[config.mk]
export PLATFORM = sky130hd
export DESIGN_NAME = multi_ch_blinker_flat
export DESIGN_NICKNAME = d
export VERILOG_FILES = /design/src/rtl/multi_ch_blinker_pkg.sv /design/src/rtl/multi_ch_blinker_if.sv /design/src/rtl/blink_channel.sv /design/src/rtl/multi_ch_blinker.sv /design/src/flat_wrapper.sv
export SDC_FILE = /design/constraint.sdc
export NUM_CORES = 1
export LEC_CHECK = 0
export CAP_MARGIN = 20
export CORE_ASPECT_RATIO = 0.7
export CORE_UTILIZATION = 55
export DETAILED_ROUTE_END_ITERATION = 8
export PLACE_DENSITY_LB_ADDON = 0.05
export SLEW_MARGIN = 20
export SYNTH_ARGS = -nofsm -noshare
export SYNTH_HDL_FRONTEND = slang
export SYNTH_SLANG_ARGS = --single-unit
[constraint.sdc]
create_clock -name clk -period 9.5 [get_ports clk]
set_clock_uncertainty 0.15 [all_clocks]
set_input_delay 1.9 -clock clk [delete_from_list [all_inputs] [get_ports clk]]
set_output_delay 1.9 -clock clk [all_outputs]
set_load 0.05 [all_outputs]
[src/rtl/multi_ch_blinker_pkg.sv]
// Shared definitions for the multi-channel LED blinker: mode encodings and
// the default channel/counter geometry.
package multi_ch_blinker_pkg;

    localparam int MODE_W     = 2;
    localparam int NUM_CH_DEF = 4;
    localparam int CNT_W_DEF  = 32;

    typedef enum logic [MODE_W-1:0] {
        MODE_OFF    = 2'd0,
        MODE_TOGGLE = 2'd1,
        MODE_PWM    = 2'd2,
        MODE_PULSE  = 2'd3
    } mode_e;

    // Width of a channel index; a single channel still needs one bit.
    function automatic int ch_width(input int num_ch);
        return (num_ch > 1) ? $clog2(num_ch) : 1;
    endfunction

endpackage

[src/rtl/multi_ch_blinker_if.sv]
// Configuration write channel: valid/ready handshake carrying the target
// channel index and the mode/period/duty to stage into that channel.
interface multi_ch_blinker_if
    import multi_ch_blinker_pkg::*;
#(
    parameter int NUM_CH = NUM_CH_DEF,
    parameter int CNT_W  = CNT_W_DEF
) ();

    localparam int CH_W = ch_width(NUM_CH);

    logic              cfg_valid;
    logic              cfg_ready;
    logic [CH_W-1:0]   cfg_ch;
    logic [MODE_W-1:0] cfg_mode;
    logic [CNT_W-1:0]  cfg_period;
    logic [CNT_W-1:0]  cfg_duty;

    modport master (
        output cfg_valid, cfg_ch, cfg_mode, cfg_period, cfg_duty,
        input  cfg_ready
    );

    modport slave (
        input  cfg_valid, cfg_ch, cfg_mode, cfg_period, cfg_duty,
        output cfg_ready
    );

endinterface

[src/rtl/blink_channel.sv]
// One LED channel: period counter, active and shadow configuration, pending
// flag and the registered led/wrap outputs.
module blink_channel
    import multi_ch_blinker_pkg::*;
#(
    parameter int CNT_W = CNT_W_DEF
) (
    input  logic              clk,
    input  logic              reset_n,
    input  logic              enable_i,
    input  logic              wr_en_i,
    input  logic [MODE_W-1:0] wr_mode_i,
    input  logic [CNT_W-1:0]  wr_period_i,
    input  logic [CNT_W-1:0]  wr_duty_i,
    output logic              pending_o,
    output logic              led_o,
    output logic              wrap_o
);

    mode_e            act_mode_q,   act_mode_d;
    logic [CNT_W-1:0] act_period_q, act_period_d;
    logic [CNT_W-1:0] act_duty_q,   act_duty_d;
    mode_e            shd_mode_q,   shd_mode_d;
    logic [CNT_W-1:0] shd_period_q, shd_period_d;
    logic [CNT_W-1:0] shd_duty_q,   shd_duty_d;
    logic             pending_q,    pending_d;
    logic [CNT_W-1:0] cnt_q,        cnt_d;
    logic             tog_q,        tog_d;
    logic             led_q,        led_d;
    logic             wrap_q,       wrap_d;

    logic [CNT_W-1:0] eff_period;
    logic             is_wrap;
    logic             commit;
    mode_e            nxt_mode;
    logic [CNT_W-1:0] nxt_duty;

    always_comb begin
        // NOTE: every combinational output gets a default first so no path
        // through the block can leave it unassigned and infer a latch.
        eff_period = (act_period_q == '0) ? CNT_W'(1) : act_period_q;
        is_wrap    = enable_i && (cnt_q == eff_period - CNT_W'(1));
        // A write accepted on this edge only sets pending_d, so it cannot
        // commit before the following wrap.
        commit     = pending_q && (is_wrap || !enable_i);

        act_mode_d   = commit ? shd_mode_q   : act_mode_q;
        act_period_d = commit ? shd_period_q : act_period_q;
        act_duty_d   = commit ? shd_duty_q   : act_duty_q;
        nxt_mode     = act_mode_d;
        nxt_duty     = act_duty_d;

        shd_mode_d   = wr_en_i ? mode_e'(wr_mode_i) : shd_mode_q;
        shd_period_d = wr_en_i ? wr_period_i        : shd_period_q;
        shd_duty_d   = wr_en_i ? wr_duty_i          : shd_duty_q;

        pending_d = pending_q;
        if (commit)  pending_d = 1'b0;
        if (wr_en_i) pending_d = 1'b1;

        cnt_d  = (!enable_i || is_wrap) ? '0 : cnt_q + CNT_W'(1);
        tog_d  = enable_i && (tog_q ^ is_wrap);
        wrap_d = is_wrap;

        led_d = 1'b0;
        if (enable_i) begin
            case (nxt_mode)
                MODE_TOGGLE: led_d = tog_d;
                MODE_PWM:    led_d = (cnt_d < nxt_duty);
                MODE_PULSE:  led_d = is_wrap;
                default:     led_d = 1'b0;
            endcase
        end
    end

    // Every register is small and control-relevant, so all of them are
    // returned to a known value by the asynchronous reset.
    always_ff @(posedge clk or negedge reset_n) begin
        if (!reset_n) begin
            act_mode_q   <= MODE_OFF;
            act_period_q <= CNT_W'(1);
            act_duty_q   <= '0;
            shd_mode_q   <= MODE_OFF;
            shd_period_q <= CNT_W'(1);
            shd_duty_q   <= '0;
            pending_q    <= 1'b0;
            cnt_q        <= '0;
            tog_q        <= 1'b0;
            led_q        <= 1'b0;
            wrap_q       <= 1'b0;
        end else begin
            // NOTE: non-blocking assignments so every register samples the
            // pre-edge state, independent of statement order.
            act_mode_q   <= act_mode_d;
            act_period_q <= act_period_d;
            act_duty_q   <= act_duty_d;
            shd_mode_q   <= shd_mode_d;
            shd_period_q <= shd_period_d;
            shd_duty_q   <= shd_duty_d;
            pending_q    <= pending_d;
            cnt_q        <= cnt_d;
            tog_q        <= tog_d;
            led_q        <= led_d;
            wrap_q       <= wrap_d;
        end
    end

    assign pending_o = pending_q;
    assign led_o     = led_q;
    assign wrap_o    = wrap_q;

endmodule

[src/rtl/multi_ch_blinker.sv]
// NUM_CH independent LED blinkers sharing one configuration write channel;
// the top decodes the handshake and steers each write to its channel.
module multi_ch_blinker
    import multi_ch_blinker_pkg::*;
#(
    parameter int NUM_CH = NUM_CH_DEF,
    parameter int CNT_W  = CNT_W_DEF
) (
    input  logic              clk,
    input  logic              reset_n,
    input  logic [NUM_CH-1:0] enable,
    multi_ch_blinker_if.slave cfg,
    output logic [NUM_CH-1:0] led,
    output logic [NUM_CH-1:0] wrap
);

    logic [NUM_CH-1:0] pending;
    logic [NUM_CH-1:0] wr_en;
    logic              ch_valid;

    // Out-of-range indices never see ready, so no write can be lost on them.
    always_comb begin
        ch_valid      = (int'(cfg.cfg_ch) < NUM_CH);
        cfg.cfg_ready = 1'b0;
        if (ch_valid) cfg.cfg_ready = !pending[cfg.cfg_ch];
    end

    for (genvar i = 0; i < NUM_CH; i++) begin : g_ch
        assign wr_en[i] = cfg.cfg_valid && cfg.cfg_ready && (int'(cfg.cfg_ch) == i);

        blink_channel #(
            .CNT_W (CNT_W)
        ) u_ch (
            .clk         (clk),
            .reset_n     (reset_n),
            .enable_i    (enable[i]),
            .wr_en_i     (wr_en[i]),
            .wr_mode_i   (cfg.cfg_mode),
            .wr_period_i (cfg.cfg_period),
            .wr_duty_i   (cfg.cfg_duty),
            .pending_o   (pending[i]),
            .led_o       (led[i]),
            .wrap_o      (wrap[i])
        );
    end

endmodule

[src/flat_wrapper.sv]
// flat-port wrapper written by rule: the top's interface ports become plain ports
module multi_ch_blinker_flat import multi_ch_blinker_pkg::*;
#(
    parameter int NUM_CH = NUM_CH_DEF,
    parameter int CNT_W  = CNT_W_DEF
)
  (clk, reset_n, enable, led, wrap, cfg_cfg_valid, cfg_cfg_ch, cfg_cfg_mode, cfg_cfg_period, cfg_cfg_duty, cfg_cfg_ready);
  multi_ch_blinker_if #(.NUM_CH(NUM_CH), .CNT_W(CNT_W)) cfg_i ();
  input  logic clk;
  input  logic reset_n;
  input  logic [NUM_CH-1:0] enable;
  output logic [NUM_CH-1:0] led;
  output logic [NUM_CH-1:0] wrap;
  input wire logic [$bits(cfg_i.cfg_valid)-1:0] cfg_cfg_valid;
  input wire logic [$bits(cfg_i.cfg_ch)-1:0] cfg_cfg_ch;
  input wire logic [$bits(cfg_i.cfg_mode)-1:0] cfg_cfg_mode;
  input wire logic [$bits(cfg_i.cfg_period)-1:0] cfg_cfg_period;
  input wire logic [$bits(cfg_i.cfg_duty)-1:0] cfg_cfg_duty;
  output wire logic [$bits(cfg_i.cfg_ready)-1:0] cfg_cfg_ready;
  assign cfg_i.cfg_valid = cfg_cfg_valid;
  assign cfg_i.cfg_ch = cfg_cfg_ch;
  assign cfg_i.cfg_mode = cfg_cfg_mode;
  assign cfg_i.cfg_period = cfg_cfg_period;
  assign cfg_i.cfg_duty = cfg_cfg_duty;
  assign cfg_cfg_ready = cfg_i.cfg_ready;
  multi_ch_blinker #(.NUM_CH(NUM_CH), .CNT_W(CNT_W)) u_core (.clk(clk), .reset_n(reset_n), .enable(enable), .cfg(cfg_i), .led(led), .wrap(wrap));
endmodule
# == Yosys cells after proc, flatten, opt, wreduce, memory -nomap -nowiden ==
# Cells that the tools add are included.
# word_totals
reg_bits,672
latch_bits,0
mem_count,0
mem_bits_rw,0
romBits,0
inputBits,75
elab_cells,149
# classes
mul,0
addsub,8
shift,0
n_mux,34
order_cmp,5
div_mod_pow,0
eq_ne,19
reduce_logical,35
bitwise,4
# op_table
op,count
$mux W32,12
$add A32 B1 Y32 const B,4
$eq A32 B32 Y1,4
$logic_not A32 Y1,4
$lt A32 B32 Y1,4
$sub A32 B1 Y32 const B,4
$eq A2 B2 Y1 const B,10
$logic_and A1 B1 Y1,17
$mux W1,13
$pmux W1 S3,4
$eq A2 B1 Y1 const B,5
$mux W2,4
$reduce_bool A2 Y1,4
$logic_not A1 Y1,5
$logic_or A1 B1 Y1,4
$xor A1 B1 Y1,4
$lt A2 B3 Y1 const B,1
$bmux W1 S2,1
$logic_not A2 Y1,1

# == Logic depth before layout (Yosys ltp) ==
# depth
word_depth,11
ltp_mapped,31

# == Modules after synthesis ==
# Synthesis repeated with hierarchy kept, for this count alone.
# hier_totals
cells_unflattened,3132
hier_area_um2,35250.1
# by_module_without_submodules
mod,seq_area_each_um2,n_inst,cells_each,area_per_inst_um2
blink_channel at u_core.g_ch[1].u_ch ...,4206.5,2,790,8858.5
blink_channel at u_core.g_ch[3].u_ch,4206.5,1,769,8744.6
blink_channel at u_core.g_ch[0].u_ch,4206.5,1,776,8724.6
multi_ch_blinker,0.0,1,7,63.8

# == Worst setup path before layout ==
# No wires, ideal clock.
# synth_path
path_kind,register to register
start,reg u_core.g_ch[0].u_ch.act_period_q[15]
end,reg u_core.g_ch[0].u_ch.led_q
path_stages_with_launch,30
t_arrival_ps,6467
setup_time_ps,76
slack_ps,2806
path_cell_list,dfrtp_1 > or4_1 > clkbuf_1 > or3_1 > clkbuf_1 > nor3_1 > nor2_1 > ha_1 > or4b_1 > clkbuf_1 > o311ai_0 > a2111oi_0 > nand4_1 > nor4b_1 > a31o_1 > buf_2 > buf_2 > mux2_2 > inv_1 > ha_1 > a21o_1 > a21o_1 > a21o_1 > a21o_1 > a21oi_1 > o211ai_1 > o211ai_1 > o2111ai_1 > or3b_1 > o21ai_1
# synth_via
elab_chain_cells,11
elab_cells_between_ends,18
classes_between,1 x add/sub; 1 x order compare; 4 x eq/ne; 6 x mux; 1 x bitwise; 5 x reduce/logical
# synth_lines
element,line_no,text
from (decl),blink_channel.sv:21,"logic [CNT_W-1:0] act_period_q, act_period_d;"
from (signal assigned),blink_channel.sv:95,act_period_q <= act_period_d;
$logic_not A32 Y1,blink_channel.sv:41,eff_period = (act_period_q == '0) ? CNT_W'(1) : act_period_q;
$mux W32 *,blink_channel.sv:41,
$sub A32 B1 Y32 *,blink_channel.sv:42,is_wrap = enable_i && (cnt_q == eff_period - CNT_W'(1));
$eq A32 B32 Y1 *,blink_channel.sv:42,
$logic_and A1 B1 Y1 *,blink_channel.sv:42,
$logic_or A1 B1 Y1 *,blink_channel.sv:45,commit = pending_q && (is_wrap || !enable_i);
$logic_and A1 B1 Y1 *,blink_channel.sv:45,
$mux W32 *,blink_channel.sv:49,act_duty_d = commit ? shd_duty_q : act_duty_q;
named net u_core.g_ch[0].u_ch.act_duty_d[17],blink_channel.sv:22,"logic [CNT_W-1:0] act_duty_q, act_duty_d;"
$lt A32 B32 Y1 *,blink_channel.sv:69,MODE_PWM: led_d = (cnt_d < nxt_duty);
$pmux W1 S3 *,blink_channel.sv:67,case (nxt_mode)
$mux W1 *,blink_channel.sv:66,if (enable_i) begin
named net u_core.g_ch[0].u_ch.led_d,blink_channel.sv:29,"logic led_q, led_d;"
to (signal assigned),blink_channel.sv:103,led_q <= led_d;
to (decl),blink_channel.sv:29,
# The timed path passes the listed nets; every way through them passes the cells marked *.
# A chain may end at the register's enable or synchronous reset.

# == Worst setup path in the final report ==
# layout_path
start,reg u_core.g_ch[1].u_ch.act_period_q[17]
end,reg u_core.g_ch[1].u_ch.led_q
# layout_via
elab_chain_cells,11
elab_cells_between_ends,18
classes_between,1 x add/sub; 1 x order compare; 4 x eq/ne; 6 x mux; 1 x bitwise; 5 x reduce/logical
# layout_lines
element,line_no
from (decl),blink_channel.sv:21
from (signal assigned),blink_channel.sv:95
$logic_not A32 Y1,blink_channel.sv:41
$mux W32 *,blink_channel.sv:41
$sub A32 B1 Y32 *,blink_channel.sv:42
$eq A32 B32 Y1 *,blink_channel.sv:42
$logic_and A1 B1 Y1 *,blink_channel.sv:42
$logic_or A1 B1 Y1 *,blink_channel.sv:45
$logic_and A1 B1 Y1 *,blink_channel.sv:45
$mux W32 *,blink_channel.sv:49
named net u_core.g_ch[1].u_ch.act_duty_d[17],blink_channel.sv:22
$lt A32 B32 Y1 *,blink_channel.sv:69
$pmux W1 S3 *,blink_channel.sv:67
$mux W1 *,blink_channel.sv:66
named net u_core.g_ch[1].u_ch.led_d,blink_channel.sv:29
to (signal assigned),blink_channel.sv:103
to (decl),blink_channel.sv:29
# Marks and branches as above.

==> results.ini <==
[sta]
setup_slack_ns = 1.33
hold_violations = 0
finalCriticalPeriod_ns = 8.17
setup_viol = 0
fmax_ghz = 0.122
relSlewSlack = 0.283
finalSetupTns_ns = 0
rsz0062_at_grt = false
finalCritPeriodShare = 0.860
slew_violations = 0
worstMarginPinSlew_ns = 1.07

[clock_tree]
cts_buffers = 67
cts_sinks = 672
cts_setup_buffers = 0
cts_max_level = 3
cts-resized-gates = 0
clk_pin_slew_worst_paths_ns = 0.07
cts_root_buffer = clkbuf_16
cts_tree = done
holdBufCountCts = 0
clkLatencyLatePin_ns = 0.63
clockBufferDepth = 3

[placement]
placed_cell_area_mm2 = 0.0364
place_hpwl_mm = 71.5
dp_slack_ns = 1.44
portBuffers = 83
place.gp.congestion = 0.923

[floorplan]
core-area_mm2 = 0.0620
dieArea_mm2 = 0.0643
placementRows = 76
die_w_um = 303
die_y_um = 212
initial_core_util = 0.561
boundaryPins = 84

[power_and_ir_drop]
seqPwrFrac = 0.444
peakVddDrop_v = 0.000163
clkPwrFrac = 0.293
p_leak_uw = 0.0170
power.density_mw_per_mm2 = 254
p_int_uw = 6550
netSwitchingFraction = 0.335
comb_power_share = 0.264
p_sw_uw = 3290

[setup_path]
critical_path_class = flop to flop
end_kind = flop
cp.arrival_ns = 8.53
rrSetupSlack_ns = 1.33
ff2ff_path_depth = 25
worstSetupStartpointType = flop
crit_fanout = 51
timing.rr.end = u_core.g_ch[1].u_ch.led_o
r2r-start = u_core.g_ch[1].u_ch.act_period_q[17]
cp.required_ns = 9.87

[drt]
remaining_drc_errors = 0
routedWlPerCell_um = 25.3
ant_nets = 0
totalWireLength_mm = 101
first_iter_violations = 2273
vias = 24744
post_drt_via_cell_ratio = 6.16
dr.pass1.iters = 6

[layout]
fin_nets = 3341
fillers = 4871
drive_above_1_share = 0.188
utilization = 0.625
area_delta_synth_final_pct = 11.4
fin_area_mm2 = 0.0388

[logic_synthesis]
synthCells = 3087
syn_area_mm2 = 0.0348
ys.flop_type = dfrtp_1
ys_warn_count = 0
avgSynthCellArea_um2 = 11.3
synth_seq_cells = 672
synth-edff-count = 0
syn_nets = 3294
async_flop_share = 1.00
seq_area_frac_synth = 0.483
yosysUniqueCellTypes = 86

[run]
drv_cap = 0

[global_routing]
grt_pass1_wl_mm = 153
grt.total_usage = 0.322
grt_max_degree = 176
overflow = 0
grt_antenna_before_repair = 18
grt_pass1_vias = 24502

[hold_path]
worstHoldEndpoint = u_core.g_ch[0].u_ch.act_duty_q[15]
hold_depth = 2
hold_start = u_core.g_ch[0].u_ch.act_duty_q[15]
hp-class = flop to flop

[status]
status = complete, no violations

cell type report:
class	instances	area (um2)	area share
Clock buffer	100	2040	0.0525
Multi-Input combinational cell	2124	16900	0.435
Clock inverter	22	358	0.00923
Tap cell	819	1020	0.0264
Inverter	164	616	0.0159
Sequential cell	672	16800	0.434
Timing Repair Buffer	105	1030	0.0265
Antenna cell	8	20.0	0.000516
worst max-delay path, stage by stage (launching register included):
cell	delay, ns
dfrtp_1	0.44
or4_1	0.67
nor4_2	0.58
and3_1	0.51
a21oi_1	0.14
ha_1	0.27
nand2b_1	0.31
nor4_1	0.14
or4_1	0.48
o311ai_0	0.13
o21ai_0	0.20
nor4_2	0.68
a32oi_4	0.45
buf_4	0.47
mux2_2	0.34
inv_1	0.04
ha_1	0.28
nand4_1	0.09
nor3_1	0.21
nand3_1	0.13
o21bai_1	0.19
nand4_1	0.15
nor2_1	0.05
a2111oi_0	0.47
nor3_1	0.09
o311a_1	0.33
placed cells by master (no fill, tap or decap), types with 82 or more instances in the layout:
cell type,synthesis,routed
nand2_1,106,106
nor2_1,239,239
nand3_1,83,83
inv_1,144,144
clkdlybuf4s50_1,0,82
mux2_2,404,404
xnor2_1,138,138
xor2_1,133,133
ha_1,132,132
mux2i_1,137,137
dfrtp_1,664,664
flip-flops by register name (all words and copies together), names as in the netlist:
register and cells:
u_core.g_ch.u_ch.act_period_q 128, u_core.g_ch.u_ch.act_mode_q 8, u_core.g_ch.u_ch.shd_duty_q 128, u_core.g_ch.u_ch.led_o 4
u_core.g_ch.u_ch.wrap_o 4, u_core.g_ch.u_ch.pending_o 4, u_core.g_ch.u_ch.tog_q 4, u_core.g_ch.u_ch.shd_period_q 128
u_core.g_ch.u_ch.act_duty_q 128, u_core.g_ch.u_ch.shd_mode_q 8, u_core.g_ch.u_ch.cnt_q 128
stage by stage:
step           hold WS (ns)  std cells  total power (uW)
4_1_cts               0.341       4006              9860
3_5_place_dp          0.326       3884              6950
6_report              0.335       4014              9840
3_3_place_gp          0.313       3884              6850
5_1_grt               0.353       4007             10400
2_1_floorplan         0.294       3087              6080
Yosys cell counts, types with 64 or more instances:
cell,n,share of area
xor2_1,133,0.033
ha_1,132,0.047
mux2i_1,137,0.039
nand4_1,64,0.012
inv_1,144,0.016
xnor2_1,138,0.035
nor3_1,80,0.012
mux2_2,404,0.13
nor2_1,239,0.026
nand3_1,83,0.012
dfrtp_1,664,0.48
nand2_1,106,0.011
clkbuf_1,85,0.0092
logic make-up after synthesis:
logic type	Yosys count	synth area share
mux	545	0.172
flops	672	0.483
simple gates	847	0.129
fa+ha+maj	132	0.0474
buf+inv	291	0.0340
xor+xnor	271	0.0682
compound gates	329	0.0665
how the worst max path moves through the flow:
| stage | from | endpoint | slack [ns] | cells past startpoint |
|---|---|---|---|---|
| floorplan | u_core.g_ch[0].u_ch.act_period_q[15] | u_core.g_ch[0].u_ch.led_o | 2.81 | 29 |
| global placement | u_core.g_ch[2].u_ch.act_period_q[10] | u_core.g_ch[2].u_ch.led_o | 1.47 | 22 |
| finish | u_core.g_ch[1].u_ch.act_period_q[17] | u_core.g_ch[1].u_ch.led_o | 1.33 | 25 |
| CTS | u_core.g_ch[1].u_ch.act_period_q[19] | u_core.g_ch[1].u_ch.led_o | 1.41 | 25 |
| global route | u_core.g_ch[0].u_ch.act_period_q[15] | u_core.g_ch[0].u_ch.led_o | 0.69 | 24 |
| detailed placement | u_core.g_ch[1].u_ch.act_period_q[19] | u_core.g_ch[1].u_ch.led_o | 1.44 | 25 |
power by group through the flow:
stage	logic, uW	clock network [uW]	registers, uW
after floorplan	2010	0	4070
after global placement	2500	0	4350
after detailed placement	2570	0	4390
after CTS	2590	2930	4340
after global routing	2880	3030	4460
final	2600	2880	4370
per-layer routing:
metal  GRT usage  vias to the layer above  wire, um
met5           0                        -        11
met4       0.131                        2      4310
met3      0.0408                      168      6040
met2       0.459                      781     42000
met1       0.493                    12596     49000
li1            -                    11197         -
No activity file was read; power rests on OpenSTA's default activity.
